## src/rtl/pi_digit_stream_pkg.sv

```systemverilog
// pi_digit_stream_pkg: shared constants, state type and BCD check for the pi digit streamer
package pi_digit_stream_pkg;
  localparam int DIGITS_PER_WORD = 9;
  localparam int BCD_W = 4;
  localparam int N_DEF = 6144;
  localparam int ADDR_W_DEF = 24;
  localparam int DATA_W_DEF = DIGITS_PER_WORD * BCD_W;
  typedef enum logic {IDLE, RUN} state_t;
  function automatic logic bcd_bad(input logic [DATA_W_DEF-1:0] w);
    bcd_bad = 1'b0;
    for (int i = 0; i < DIGITS_PER_WORD; i++)
      if (w[i*BCD_W +: BCD_W] > 4'd9) bcd_bad = 1'b1;
  endfunction
endpackage

```

## src/rtl/pi_digit_stream_fifo.sv

```systemverilog
// pi_word_fifo: small synchronous word FIFO with synchronous clear and fall-through head
module pi_word_fifo #(
  parameter int DEPTH = 4,
  parameter int WIDTH = 36
) (
  input  logic                     clk,
  input  logic                     clr,
  input  logic                     push,
  input  logic                     pop,
  input  logic [WIDTH-1:0]         din,
  output logic [WIDTH-1:0]         dout,
  output logic [$clog2(DEPTH):0]   count
);
  localparam int AW = $clog2(DEPTH);
  logic [WIDTH-1:0] mem [DEPTH];
  logic [AW-1:0] wp, rp;
  assign dout = mem[rp];
  // pointer and occupancy update; clear wins over any traffic
  always_ff @(posedge clk) begin
    if (clr) begin
      wp <= '0;
      rp <= '0;
      count <= '0;
    end else begin
      if (push) mem[wp] <= din;
      wp <= push ? wp + AW'(1) : wp;
      rp <= pop ? rp + AW'(1) : rp;
      count <= count + {{AW{1'b0}}, push} - {{AW{1'b0}}, pop};
    end
  end
  assert property (@(posedge clk) disable iff (clr) !(push && !pop && count == (AW+1)'(DEPTH)));
  assert property (@(posedge clk) disable iff (clr) !(pop && count == '0));
endmodule

```

## src/rtl/pi_digit_stream.sv

```systemverilog
// pi_digit_stream: drives the pi ROM, tracks its latency, buffers words and streams BCD digits
module pi_digit_stream import pi_digit_stream_pkg::*; #(
  parameter int N = N_DEF,
  parameter int ADDR_W = ADDR_W_DEF,
  parameter int DATA_W = DATA_W_DEF,
  parameter int RD_LAT = 3,
  parameter int FIFO_DEPTH = 4
) (
  input  logic              clk,
  input  logic              rst,
  input  logic              start,
  input  logic [ADDR_W-1:0] start_addr,
  input  logic              stop,
  output logic [ADDR_W-1:0] mem_addr,
  input  logic [DATA_W-1:0] mem_data,
  output logic              dig_valid,
  input  logic              dig_ready,
  output logic [BCD_W-1:0]  dig,
  output logic              dig_first,
  output logic              bcd_err,
  output logic              busy
);
  localparam int CW = $clog2(FIFO_DEPTH + RD_LAT + 1) + 1;
  localparam int FCW = $clog2(FIFO_DEPTH) + 1;
  state_t state;
  logic iss_q, first_pend, flush, arrive, issue, last, xfer, need, load, push, pop, fempty;
  logic [RD_LAT-1:0] tag;
  logic [CW-1:0] in_flight;
  logic [FCW-1:0] fcount;
  logic [DATA_W-1:0] fdout, src, word_q;
  logic [3:0] cnt;
  assign busy = state == RUN;
  assign flush = start | stop;
  assign arrive = tag[RD_LAT-1];
  assign fempty = fcount == '0;
  assign last = cnt == 4'(DIGITS_PER_WORD - 1);
  assign xfer = dig_valid && dig_ready;
  assign need = !dig_valid || (xfer && last);
  assign src = fempty ? mem_data : fdout;
  assign load = !flush && need && (!fempty || arrive);
  assign push = arrive && !(load && fempty);
  assign pop = load && !fempty;
  assign issue = state == RUN && !flush && (in_flight + CW'(fcount) < CW'(FIFO_DEPTH));
  // reads outstanding: the address on the bus now plus every tagged stage still waiting
  always_comb begin
    in_flight = CW'(iss_q);
    for (int i = 0; i < RD_LAT; i++) in_flight = in_flight + CW'(tag[i]);
  end
  pi_word_fifo #(.DEPTH(FIFO_DEPTH), .WIDTH(DATA_W)) u_fifo (
    .clk(clk), .clr(rst | flush), .push(push), .pop(pop),
    .din(mem_data), .dout(fdout), .count(fcount)
  );
  // state, read address and tag pipe; a flush empties the pipe so stale words are ignored
  always_ff @(posedge clk) begin
    if (rst) begin
      state <= IDLE;
      mem_addr <= '0;
      iss_q <= 1'b0;
      tag <= '0;
    end else if (start) begin
      state <= RUN;
      mem_addr <= start_addr;
      iss_q <= 1'b1;
      tag <= '0;
    end else if (stop) begin
      state <= IDLE;
      iss_q <= 1'b0;
      tag <= '0;
    end else begin
      tag <= {tag[RD_LAT-2:0], iss_q};
      iss_q <= issue;
      if (issue) mem_addr <= mem_addr == ADDR_W'(N - 1) ? '0 : mem_addr + ADDR_W'(1);
    end
  end
  // unpack stage: word arriving with an empty FIFO bypasses it so the first digit is not delayed
  always_ff @(posedge clk) begin
    if (rst) begin
      dig_valid <= 1'b0;
      dig <= '0;
      dig_first <= 1'b0;
      bcd_err <= 1'b0;
      cnt <= '0;
      word_q <= '0;
      first_pend <= 1'b0;
    end else begin
      if (load && bcd_bad(src)) bcd_err <= 1'b1;
      if (flush) begin
        dig_valid <= 1'b0;
        dig_first <= 1'b0;
        cnt <= '0;
        first_pend <= start;
      end else if (load) begin
        dig_valid <= 1'b1;
        dig <= src[DATA_W-1 -: BCD_W];
        word_q <= src << BCD_W;
        cnt <= '0;
        dig_first <= first_pend;
        first_pend <= 1'b0;
      end else if (xfer) begin
        dig_valid <= !last;
        dig <= word_q[DATA_W-1 -: BCD_W];
        word_q <= word_q << BCD_W;
        cnt <= cnt + 4'd1;
        dig_first <= 1'b0;
      end
    end
  end
endmodule

```

## config.mk

```make
export PLATFORM = sky130hd
export DESIGN_NAME = pi_digit_stream
export DESIGN_NICKNAME = d
export VERILOG_FILES = /design/src/rtl/pi_digit_stream_pkg.sv /design/src/rtl/pi_digit_stream_fifo.sv /design/src/rtl/pi_digit_stream.sv
export SDC_FILE = /design/constraint.sdc
export NUM_CORES = 1
export LEC_CHECK = 0
export CORE_MARGIN = 5
export CORE_UTILIZATION = 45
export DETAILED_ROUTE_END_ITERATION = 12
export DONT_BUFFER_PORTS = 1
export RECOVER_POWER = 100
export REMOVE_ABC_BUFFERS = 1
export SYNTH_ARGS = -nofsm -noshare
export SYNTH_HDL_FRONTEND = slang
export SYNTH_SLANG_ARGS = --single-unit
```

## constraint.sdc

```tcl
create_clock -name clk -period 3.1 [get_ports clk]
set_clock_uncertainty 0.05 [all_clocks]
set_input_delay 0.31 -clock clk [delete_from_list [all_inputs] [get_ports clk]]
set_output_delay 0.31 -clock clk [all_outputs]
set_load 0.05 [all_outputs]
```

==> key figures <==
Drt
  – Via count: approximately 6.5k
  – Vias/cell: about 5.7
  – # DRC: 0
  – Drt wl/cell: 20.04 µm
  – Antenna Violating Nets Remaining: 0
  – Final wirelength: 22.93 mm
  – DRT Pass-1 Iters: 5
  – Initial drt markers: 442

STA
  – Setup violations, final: 0
  – Slew headroom: 0.2841
  – Crit share post-route: 0.9390
  – Setup TNS: 0 ns
  – Min Tclk post-route: roughly 2.9 ns
  – Fin. Hold Viols: 0
  – Slew @ Worst Pin: 1.070 ns
  – Unrepaired setup endpoints after global routing: false
  – Max Freq: 0.3435 GHz
  – Slew Limit Fails: 0
  – Fin worst setup slack: 0.1890 ns

Synth
  – Post-Syn Area: slightly below 10,000 µm²
  – Register area share after synthesis: 0.6189
  – Ys Warns: 0
  – Syn avg cell area: ~13 µm²
  – Cells after synthesis: 758
  – Share of the synthesized area in the top cell type: 0.4486
  – Top area cells in the synthesized netlist: edfxtp_1 45%, dfxtp_1 17%, mux4_2 8.4%
  – Top_reg_cell synth: edfxtp_1
  – Synth unique cells: 56
  – FF+latch count, synth: 226
  – Area leader, netlist: edfxtp_1
  – Post-synth EDFFs: approximately 140
  – Post-synth ARST share: 0

Min path
  – Hold Path End: mem_addr[6]$_SDFFE_PP0P_
  – Hold_sp: start
  – WHS Path Cells: 3
  – HP Class: in2reg

Setup path
  – Family with the most delay on the worst path: compound AO/OA/AOI/OAI gates
  – Critical path startpoint category: flop
  – R2R Setup Slk: 0.19 ns
  – Cells along the critical path: fa_1 > ha_1 > a21o_1 > a2111o_1 > clkbuf_1 > a211oi_4 > buf_4 > a21oi_1 > nand2b_1 > a21oi_1
  – Arr. time, crit path: roughly 3.3 ns
  – Most frequent CP cell: a21oi_1
  – CP max-delay cell: fa_1
  – Reg2reg end: mem_addr[16]$_SDFFE_PP0P_
  – Crit. Startpoint: tag[2]$_SDFF_PP0_
  – Critical path buffers and inverters: 2
  – Worst R2R Start: tag[2]$_SDFF_PP0_
  – R2R cell count: 10
  – Max incr delay on CP: between 0.4 and 0.5 ns
  – Critical path type: reg2reg
  – CP Capture Type: flop
  – Worst Path Max Fanout: 9
  – WP data required: 3.48 ns

Finish
  – Filler Cell Count: 1,795
  – Nets: 929
  – Fin util: 0.5471
  – Final std cells w/o fill: 1,144
  – Number of inserted diodes: 0
  – Most common cell after layout, fill and taps aside: edfxtp_1
  – Commonest non-fill, non-tap cells in the layout: 144 x edfxtp_1, 120 x nand2_1, 81 x dfxtp_1
  – Share of layout cells above drive strength 1: 0.1312
  – Area grow syn2layout: 19.68%

Floorplan
  – Die ar.: 24,450 µm²
  – Initial core utilization: 0.4571
  – Core Region: 21,090 µm²
  – Die width: 156.4 µm
  – Cell Rows: 53
  – Die Ht: 156.4 µm
  – Ports: 97

Placed design
  – Place WS: 0.08274 ns
  – DP HPWL: 13.84 mm
  – GP Congestion: 0.8407
  – Post-Place Cells: 1,036
  – IO buf count: 0

Clock network
  – CTS Sinks: 226
  – Post-CTS setup buffers: 0
  – Worst skew pair latency: ~0.5 ns
  – CTS tree: built
  – Clk slew on worst S/H paths: roughly 0.060 ns
  – Deepest clock path buffer count: 3
  – Number of buffers created by CTS: 24
  – H-Tree Depth: 1
  – Root buffer cell: clkbuf_16

GRT
  – GRT Overall Usage: 0.1876
  – Antenna violations before repair: 0
  – First-pass GRT wire length: roughly 37 mm
  – Vias in the first global route: between 6k and 7k
  – Total gr overflow: 0
  – Largest net degree at the start of global routing: 70

Pwr
  – Leakage: 3.717 nW
  – Pwr Density: 576.8 nW/µm²
  – Total chip power: 6.654 mW
  – Max VDD drop: 0.5242 mV

Outcome
  – Run status: complete, no violations

Job
  – Max-cap violations: 0
power breakdown:
group	leakage [nW]	internal [mW]	total [mW]	switching [mW]
registers	1.96	3.22	3.23	0.0178
logic	1.32	0.109	0.315	0.205
clock network	0.434	1.95	3.11	1.15
total	3.72	5.28	6.65	1.38
cell type report:
type,instances,area [µm²],area share
Inverter,12,45.04,0.003905
Tap cell,275,344.1,0.02983
Timing Repair Buffer,113,902.1,0.07820
Multi-Input combinational cell,474,3406,0.2952
Clock inverter,15,201.4,0.01746
Sequential cell,226,5967,0.5172
Clock buffer,29,670.6,0.05813
sequential cells by signal (all words and copies together) (netlist names), named ones only:
| register | cells |
|---|---|
| word_q | 32 |
| dig_valid | 1 |
| u_fifo.count | 3 |
| tag | 3 |
| cnt | 4 |
| dig_first | 1 |
| u_fifo.mem | 144 |
| busy | 1 |
| mem_addr | 24 |
| u_fifo.rp | 2 |
| bcd_err | 1 |
| iss_q | 1 |
| first_pend | 1 |
| dig | 4 |
| u_fifo.wp | 2 |
synth_stat cells (12+ instances only):
| cell type | n |
|---|---|
| mux4_2 | 36 |
| nand3_1 | 16 |
| inv_1 | 12 |
| nor2_1 | 43 |
| edfxtp_1 | 144 |
| o21ai_0 | 15 |
| clkbuf_1 | 28 |
| o211ai_1 | 34 |
| mux2i_1 | 25 |
| dfxtp_1 | 82 |
| nand2_1 | 120 |
| buf_2 | 12 |
| a21oi_1 | 68 |
logic make-up after synthesis:
kind of cell	share of synthesized area
simple gates	0.1111
flops	0.6189
compound gates	0.1033
mux	0.1101
buf+inv	0.02817
fa+ha+maj	0.01843
xor+xnor	0.009996
worst reg2reg max path, cell delays in order, from the launching register on:
cell,delay (ns)
dfxtp_1,0.40
fa_1,0.44
ha_1,0.28
a21o_1,0.18
a2111o_1,0.42
clkbuf_1,0.21
a211oi_4,0.21
buf_4,0.21
a21oi_1,0.08
nand2b_1,0.19
a21oi_1,0.17
repair_timing:
action / CTS / global route
gates resized for setup: 0 / 1
hold buffers: 64 / 0
endpoints found under the hold margin: 211 / 0
setup endpoints to repair: 0 / 2
metal layers:
layer | wire (µm) | track usage | vias to the layer above
met5 | 0 | 0 | -
met4 | 547 | 0.05165 | 0
met3 | 1442 | 0.03927 | 41
met2 | 11010 | 0.3036 | 190
met1 | 9933 | 0.2589 | 3234
li1 | - | - | 3049
per-stage QoR:
stage | hold slack, ns | cell area (µm²)
2_1_floorplan | 0.3291 | 9413
3_3_place_gp | 0.3423 | 10140
3_5_place_dp | 0.3416 | 10140
4_1_cts | 0.001840 | 11670
5_1_grt | 0.04176 | 11540
6_report | 0.02430 | 11540
worst max path at each step:
stage,to,slack (ns),cells past startpoint
2_1_floorplan,word_q[5]$_SDFFE_PP0P_,-0.77,5
3_3_place_gp,mem_addr[19]$_SDFFE_PP0P_,0.20,7
3_5_place_dp,mem_addr[19]$_SDFFE_PP0P_,0.08,7
4_1_cts,mem_addr[19]$_SDFFE_PP0P_,0.07,7
5_1_grt,mem_addr[19]$_SDFFE_PP0P_,0.04,7
6_report,mem_addr[16]$_SDFFE_PP0P_,0.19,10
Note: power is estimated with default switching activity, not from simulation.
